==> src/rtl/multidigit_counter_display.sv <==
// Multi-digit BCD up/down counter driving a time-multiplexed 7-segment display.
// A prescaler turns en-qualified clk cycles into count ticks. A free-running
// scan divider selects one digit at a time. The display outputs are
// combinational from registered state so that polarity changes appear at once.
//
// Ports:
//   clk       - single clock, rising edge
//   rst       - asynchronous active-high reset
//   en        - count enable (gates the prescaler)
//   up        - 1 = count up, 0 = count down, sampled on the tick edge
//   load      - synchronous load strobe, overrides a tick in the same cycle
//   load_val  - BCD load value, nibble k = digit k, nibbles above 9 load as 9
//   cathod    - 1 = common-cathode (active-high seg, active-low an), 0 = common-anode
//   blank_lz  - 1 = blank leading zeros (digit 0 is never blanked)
//   seg       - segment drive {g,f,e,d,c,b,a}
//   an        - digit select, one bit per digit
//   count     - registered BCD count
//   wrap      - one-cycle registered pulse on wrap-around
module multidigit_counter_display #(
    parameter int unsigned DIGITS   = 4,
    parameter int unsigned CLK_DIV  = 4,
    parameter int unsigned SCAN_DIV = 2
) (
    input  logic                  clk,
    input  logic                  rst,
    input  logic                  en,
    input  logic                  up,
    input  logic                  load,
    input  logic [4*DIGITS-1:0]   load_val,
    input  logic                  cathod,
    input  logic                  blank_lz,
    output logic [6:0]            seg,
    output logic [DIGITS-1:0]     an,
    output logic [4*DIGITS-1:0]   count,
    output logic                  wrap
);

    localparam int unsigned CW = 4 * DIGITS;
    localparam int unsigned PW = (CLK_DIV > 1)  ? $clog2(CLK_DIV)  : 1;
    localparam int unsigned SW = (SCAN_DIV > 1) ? $clog2(SCAN_DIV) : 1;
    localparam int unsigned IW = (DIGITS > 1)   ? $clog2(DIGITS)   : 1;

    logic [PW-1:0] presc_q, presc_d;
    logic [CW-1:0] count_q, count_d;
    logic          wrap_q, wrap_d;
    logic [SW-1:0] scan_div_q, scan_div_d;
    logic [IW-1:0] idx_q, idx_d;

    logic          tick_c;
    logic [CW-1:0] step_val_c;
    logic          step_wrap_c;
    logic [CW-1:0] load_sat_c;

    // State registers
    always_ff @(posedge clk or posedge rst) begin
        if (rst) begin
            presc_q    <= '0;
            count_q    <= '0;
            wrap_q     <= 1'b0;
            scan_div_q <= '0;
            idx_q      <= '0;
        end else begin
            presc_q    <= presc_d;
            count_q    <= count_d;
            wrap_q     <= wrap_d;
            scan_div_q <= scan_div_d;
            idx_q      <= idx_d;
        end
    end

    assign tick_c = en && (presc_q == PW'(CLK_DIV - 1));

    // Ripple BCD +/-1; the carry/borrow out of the top digit is exactly the wrap case
    always_comb begin
        logic       carry;
        logic [3:0] dig;
        step_val_c = count_q;
        carry      = 1'b1;
        dig        = 4'd0;
        for (int k = 0; k < DIGITS; k++) begin
            dig = count_q[4*k +: 4];
            if (carry) begin
                if (up) begin
                    if (dig == 4'd9) begin
                        step_val_c[4*k +: 4] = 4'd0;
                    end else begin
                        step_val_c[4*k +: 4] = dig + 4'd1;
                        carry = 1'b0;
                    end
                end else begin
                    if (dig == 4'd0) begin
                        step_val_c[4*k +: 4] = 4'd9;
                    end else begin
                        step_val_c[4*k +: 4] = dig - 4'd1;
                        carry = 1'b0;
                    end
                end
            end
        end
        step_wrap_c = carry;
    end

    // Saturate non-BCD load nibbles to 9
    always_comb begin
        load_sat_c = '0;
        for (int k = 0; k < DIGITS; k++) begin
            load_sat_c[4*k +: 4] = (load_val[4*k +: 4] > 4'd9) ? 4'd9 : load_val[4*k +: 4];
        end
    end

    // Prescaler, count and wrap next-state
    always_comb begin
        presc_d = presc_q;
        count_d = count_q;
        wrap_d  = 1'b0;
        if (load) begin
            presc_d = '0;
            count_d = load_sat_c;
        end else if (en) begin
            if (tick_c) begin
                presc_d = '0;
                count_d = step_val_c;
                wrap_d  = step_wrap_c;
            end else begin
                presc_d = presc_q + PW'(1);
            end
        end
    end

    // Free-running digit scan
    always_comb begin
        scan_div_d = scan_div_q + SW'(1);
        idx_d      = idx_q;
        if (scan_div_q == SW'(SCAN_DIV - 1)) begin
            scan_div_d = '0;
            idx_d      = (idx_q == IW'(DIGITS - 1)) ? '0 : idx_q + IW'(1);
        end
    end

    // Display decode from registered state
    always_comb begin
        logic              acc;
        logic [DIGITS-1:0] zero_above;
        logic [DIGITS-1:0] hot;
        logic [3:0]        sel_dig;
        logic              sel_blank;
        logic [6:0]        pat;

        // zero_above[k]: digits k..DIGITS-1 are all zero
        acc        = 1'b1;
        zero_above = '0;
        for (int k = DIGITS - 1; k >= 0; k--) begin
            acc           = acc && (count_q[4*k +: 4] == 4'd0);
            zero_above[k] = acc;
        end

        hot       = '0;
        sel_dig   = 4'd0;
        sel_blank = 1'b0;
        for (int k = 0; k < DIGITS; k++) begin
            if (idx_q == IW'(k)) begin
                hot[k]    = 1'b1;
                sel_dig   = count_q[4*k +: 4];
                sel_blank = blank_lz && (k != 0) && zero_above[k];
            end
        end

        case (sel_dig)
            4'd0:    pat = 7'b0111111;
            4'd1:    pat = 7'b0000110;
            4'd2:    pat = 7'b1011011;
            4'd3:    pat = 7'b1001111;
            4'd4:    pat = 7'b1100110;
            4'd5:    pat = 7'b1101101;
            4'd6:    pat = 7'b1111101;
            4'd7:    pat = 7'b0000111;
            4'd8:    pat = 7'b1111111;
            4'd9:    pat = 7'b1101111;
            default: pat = 7'b0000000;
        endcase
        if (sel_blank) begin
            pat = 7'b0000000;
        end

        seg = cathod ? pat : ~pat;
        an  = cathod ? ~hot : hot;
    end

    assign count = count_q;
    assign wrap  = wrap_q;

endmodule

==> config.mk <==
export PLATFORM = sky130hd
export DESIGN_NAME = multidigit_counter_display
export DESIGN_NICKNAME = d
export VERILOG_FILES = /design/src/rtl/multidigit_counter_display.sv
export SDC_FILE = /design/constraint.sdc
export NUM_CORES = 1
export LEC_CHECK = 0
export CORE_MARGIN = 3
export CORE_UTILIZATION = 30
export CTS_CLUSTER_SIZE = 28
export DETAILED_ROUTE_END_ITERATION = 7
export PLACE_DENSITY = 0.59
export SYNTH_ARGS = -nofsm -noshare
export SYNTH_HDL_FRONTEND = slang
export SYNTH_SLANG_ARGS = --single-unit
==> constraint.sdc <==
create_clock -name clk -period 2.5 [get_ports clk]
set_input_delay 0.25 -clock clk [delete_from_list [all_inputs] [get_ports clk]]
set_output_delay 0.25 -clock clk [all_outputs]
set_load 0.02 [all_outputs]
### Word level (Yosys, flattened, before mapping)

Memory sizes are Yosys's and may differ from the RTL's.
Index checks and enable logic that the tools add are counted.

| cells by class | value |
|---|---|
| add/subtract/negate cells | 11 |
| magnitude comparators | 4 |
| equal/unequal tests | 8 |
| mux-type cells | 59 |
| bitwise logic cells | 2 |
| reduce and logical (&&, ||, !) cells | 20 |

Operators by type and width:

| kind | number |
|---|---|
| $mux W4 | 24 |
| $mux W16 | 3 |
| $mux W1 | 26 |
| $add A4 B1 Y4 const B | 4 |
| $eq A4 B4 Y1 const B | 4 |
| $gt A4 B4 Y1 const B | 4 |
| $logic_not A4 Y1 | 4 |
| $sub A4 B1 Y4 const B | 4 |
| $mux W7 | 2 |
| $reduce_bool A2 Y1 | 5 |
| $reduce_and A3 Y1 | 3 |
| $mux W2 | 4 |
| $not A7 Y7 | 1 |
| $eq A2 B2 Y1 const B | 3 |
| $logic_and A1 B1 Y1 | 6 |
| $add A2 B1 Y2 const B | 2 |
| $not A4 Y4 | 1 |
| $eq A2 B1 Y1 const B | 1 |
| $logic_not A2 Y1 | 1 |
| $reduce_and A2 Y1 | 1 |
| $add A1 B1 Y1 const B | 1 |

| word-level totals | value |
|---|---|
| register bits after elaboration | 22 |
| bits in read-only memories | 112 |
| output and inout bits | 28 |
| logic and storage cells | 113 |
| memories | 1 |

Memories:

| memory | words | width | read ports | clocked after memory_dff | wr ports | RTL line | source |
|---|---|---|---|---|---|---|---|
| (no name shown) | 16 | 7 | 1 | 0 | 0 | 168 | `case (sel_dig)` |

### Logic depth before layout (Yosys ltp)

| logic depth | value |
|---|---|
| word-level depth | 10 |
| mapped depth | 12 |
| gate-level depth less buffers | 11 |

### Worst setup path after synthesis

Ideal clock, no wire load.

| timing path | value |
|---|---|
| path kind | flip-flop to output port |
| start | register idx_q[0] |
| end | output port seg[3] |
| arrival | 2.738 ns |
| setup slack | -0.488 ns |
| cell stages (with the launch flop) | 11 |
| cells stage by stage | dfrtp_1 ha_1 clkbuf_1 a211oi_1 a221oi_1 inv_1 ha_1 and3_1 a221oi_1 o21ai_1 xnor2_1 |

| between the ends | value |
|---|---|
| word-level cells in the longest chain between the ends | 9 |

RTL lines:

| what | RTL line | source |
|---|---|---|
| start: declaration | 47 | `logic [IW-1:0] idx_q, idx_d;` |
| start signal: assignment | 67 | `idx_q <= idx_d;` |
| $logic_not A2 Y1 | 161 | `if (idx_q == IW'(k)) begin` |
| $mux W4 (4 in a row) | 161 |  |
| $mem_v2 Z16 W7 | - |  |
| $mux W7 * | 181 | `if (sel_blank) begin` |
| $not A7 Y7 | 185 | `seg = cathod ? pat : ~pat;` |
| $mux W7 * | 185 |  |
| end: declaration | 32 | `output logic [6:0] seg,` |

Mark *: on every way between the ends. The rest lies on a longest branch, timed or not.

### Worst setup path after layout

| timing path | value |
|---|---|
| start | register idx_q[1] |
| end | output port seg[0] |

The elaborated chain is that of the path after synthesis.

==> impl_metrics.py <==
metrics = {
    "routing": {
        "first_iter_violations": 155,
        "drt_pass1_iterations": 5,
        "ant_nets": 0,
        "wl_per_cell_um": 13.5,
        "viasPerCell": 5.08,
        "num_vias": 2450,
        "drc": 0,
        "routed_wl_mm": 6.51,
    },
    "cells_and_area": {
        "nets": 417,
        "multiInputGateArea_mm2": 0.00174,
        "regArea_um2": 553,
        "drive_above_1_share_pct": 29.2,
        "syn_to_final_growth_pct": 52.3,
        "final_cells": 482,
        "fill_cells": 719,
        "antenna_cells": 0,
    },
    "yosys": {
        "syn-num-nets": 327,
        "syn_area_mm2": 0.00230,
        "syn_inst": 294,
        "yosysUniqueCellTypes": 61,
        "synth_seq_cells": 22,
        "synth_edf_count": 0,
        "yosysWarnings": 0,
        "synthFlopType": "dfrtp_1",
        "async_flop_share_pct": 100,
        "syn_area_per_cell_um2": 7.83,
        "ys_seq_area_share_pct": 23.9,
    },
    "sta": {
        "rsz0062_at_grt": "yes",
        "worst_slack_ns": -0.334,
        "skew_ns": 0.00339,
        "fin_crit_ns": 2.83,
        "worstMarginPinSlew_ns": 0.668,
        "min_period_over_period_pct": 113,
        "hold_viol": 0,
        "setup-violations-final": 7,
        "slew_headroom_pct": 55.3,
        "drv_slew": 0,
        "max_freq_mhz": 353,
    },
    "grt": {
        "met3_usage_pct": 1.77,
        "busiest_layer": "met2",
        "grt-ovfl-total": 0,
        "use_met1_pct": 20.8,
        "grt_start_max_net_pins": 39,
        "grt_pass1_vias": 2326,
        "track_usage_pct": 15.0,
        "grt_pass1_wl_mm": 10.9,
        "antenna_found_initial": 0,
        "gr-usage-met2_pct": 24.9,
    },
    "power_and_ir_drop": {
        "p_int_mw": 0.856,
        "power.density_mw_per_mm2": 377,
        "power_frac_seq_pct": 30.4,
        "power_frac_comb_pct": 50.2,
        "peakVddDrop_v": 0.000209,
        "clock_power_share_pct": 19.4,
        "sw_frac_of_total_pct": 35.3,
        "leakage_nw": 1.48,
        "p_total_mw": 1.32,
        "p_switching_mw": 0.467,
    },
    "cts": {
        "cts_tree": "done",
        "clockRootBuffer": "clkbuf_8",
        "clock_sinks": 22,
        "clock_latency_ns": 0.26,
        "cts.htree.levels": 1,
        "clock_path_buffers": 2,
        "ctsHoldBuffers": 0,
        "clk_pin_slew_ns": 0.08,
        "cts_made_buffers": 3,
    },
    "die": {
        "initial_core_util_pct": 31.3,
        "ios": 51,
        "rows": 31,
        "die_x_um": 93.6,
        "coreArea_mm2": 0.00737,
        "fp.dieArea_mm2": 0.00877,
        "die_y_um": 93.6,
    },
    "min_path": {
        "hold_class": "in2async",
    },
    "critical_path": {
        "crit_path_cell_trace": "buf_4 > ha_4 > nor3b_1 > a211o_1 > buf_6 > ha_2 > and3_1 > a221oi_2 > o21ai_2 > xnor2_2 > buf_4",
        "cp_common_cell": "buf_4",
        "critPathSlowestCell": "dfrtp_2",
        "crit_path_end_kind": "output pin",
        "cp_max_fo": 8,
        "cp.required_ns": 2.25,
        "startpoint_type": "flip-flop",
        "cp_data_arrival_time_ns": 2.58,
        "worstSetupPathType": "reg2out",
        "max_stage_delay_ns": 0.45,
    },
    "place": {
        "portBuffers": 50,
        "gp_congestion": 0.807,
        "pre_cts_ws_ns": -0.533,
        "dp_hpwl_mm": 4.71,
        "placed_cells": 463,
    },
    "job": {
        "cap_violations": 0,
    },
    "run_status": {
        "violations": "setup timing",
        "status": "finished with violations",
    },
}
## cells by family after synthesis
group                    after synthesis  synth area share [%]
buffers and inverters                 43                  7.44
AND/OR/NAND/NOR                       96                  24.5
adder cells (fa/ha/maj)               10                  5.43
flip-flops                            22                  23.9
AO/OA/AOI/OAI                         95                  27.4
XOR/XNOR                              19                  7.22
multiplexers                           9                  4.07
## stage by stage
step                instance area, um2  TNS [ns]  utilization [%]  hold slack (ns)
floorplan                         2370    -0.175                -            0.239
global placement                  3220     -2.83             43.7            0.471
detailed placement                3220     -3.09             43.7            0.498
CTS                               3450     -1.42             46.8            0.327
global route                      3510     -2.62             47.6            0.348
finish                            3510     -1.76             47.6            0.321
## registers in the layout (all words and copies together), names as in the netlist
name / flops
count: 16
wrap: 1
scan_div_q: 1
presc_q: 2
idx_q: 2
## worst max-delay path, delay by kind of cell (launching register included)
kind	cells	cell delay [ns]
AOI/OAI and AO/OA	3	0.64
and+or+nand+nor	2	0.30
adders and majority gates	2	0.33
xor gates and xnor gates	1	0.13
buffers and inverters	3	0.46
DFF	1	0.45
## layout by cell type (no fill, tap or decap), types with 3 or more instances in the layout
| cell | netlist | routed |
|---|---|---|
| a211oi_1 | 7 | 6 |
| a221oi_2 | 0 | 3 |
| o21ai_1 | 10 | 9 |
| nor3b_1 | 3 | 3 |
| o21ai_2 | 0 | 3 |
| mux2i_1 | 6 | 5 |
| xnor2_2 | 0 | 3 |
| buf_4 | 0 | 64 |
| o21a_1 | 4 | 4 |
| nor2_1 | 10 | 10 |
| xnor2_1 | 11 | 8 |
| inv_1 | 14 | 10 |
| a211o_1 | 5 | 5 |
| nand3_1 | 8 | 8 |
| nand2b_1 | 9 | 9 |
| nor3_1 | 7 | 7 |
| o21ai_0 | 24 | 22 |
| xor2_1 | 8 | 8 |
| and3_1 | 7 | 5 |
| nor4_1 | 3 | 3 |
| a22o_1 | 3 | 3 |
| ha_4 | 0 | 5 |
| buf_6 | 1 | 6 |
| nor2b_1 | 7 | 7 |
| ha_1 | 10 | 4 |
| nand3b_1 | 5 | 5 |
| clkdlybuf4s50_1 | 0 | 43 |
| dfrtp_1 | 22 | 20 |
| or3_1 | 5 | 5 |
| a21oi_1 | 15 | 15 |
| o31ai_1 | 3 | 3 |
| clkbuf_8 | 0 | 4 |
| nand2_1 | 16 | 15 |
## power by group through the flow
stage               combinational, mW  clock (mW)  sequential, mW
finish                          0.664       0.257           0.402
global route                    0.726       0.274           0.406
CTS                             0.640       0.261           0.402
detailed placement              0.627           0           0.409
global placement                0.620           0           0.409
floorplan                       0.342           0           0.435
## Yosys cell counts, drive strengths merged (2+ instances only)
cell type  number  area [um2]
nor2           11        43.8
and3b           2        17.5
buf             3        21.3
clkbuf         25        93.8
or3             6        42.5
nand4b          2        17.5
nor3            8        51.3
a22o            3        26.3
xnor2          11        96.3
a21boi          2        15.0
or3b            2        17.5
mux2            3        33.8
inv            14        52.6
and3            7        43.8
o31ai           3        22.5
dfrtp          22         551
o211ai          2        15.0
o21ai          34         170
a21oi          15        75.1
nand3           8        40.0
nor3b           3        22.5
a211oi          7        52.6
mux2i           6        60.1
ha             10         125
o31a            2        17.5
or2             2        12.5
a221oi          4        35.0
a22oi           2        15.0
nand2b          9        56.3
xor2            8        70.1
nand3b          5        37.5
nor2b           7        43.8
nor4            3        18.8
nand2          16        60.1
a211o           5        43.8
o22ai           2        12.5
o21a            4        30.0
## routing by layer
metal	up-vias	wire length (um)
li1	1244	-
met1	1144	2980
met2	60	3210
met3	2	279
met4	0	38
met5	-	0
## final timing paths
check | from | end | slack, ns | depth (start not counted)
worst min register to register | scan_div_q$_DFF_PP0_ | scan_div_q$_DFF_PP0_ | 0.51 | 1
max in group asynchronous | rst | idx_q[0]$_DFFE_PP0P_ | 1.93 | 3
worst min-delay path | rst | count[5]$_DFFE_PP0P_ | 0.32 | 3
min in group clk | scan_div_q$_DFF_PP0_ | scan_div_q$_DFF_PP0_ | 0.51 | 1
worst max register to register | count[0]$_DFFE_PP0P_ | count[9]$_DFFE_PP0P_ | 0.25 | 7
worst max-delay path | idx_q[1]$_DFFE_PP0P_ | seg[0] | -0.33 | 11
## cell type report
class                   count  share of cell area [%]
repair buffers            113                    27.9
flip-flops and latches     22                    15.8
multi-input cells         229                    49.5
inverters                  15                    1.75
clock buffers               4                    1.57
well taps                  99                    3.53
## timing repair
item | CTS | global route
pin swaps | 14 | 14
endpoints found under the setup margin | 7 | 7
buffers inserted | 10 | 4
cloned | 1 | 0
gates resized for setup | 67 | 9
Note: power is estimated with default switching activity, not from simulation.
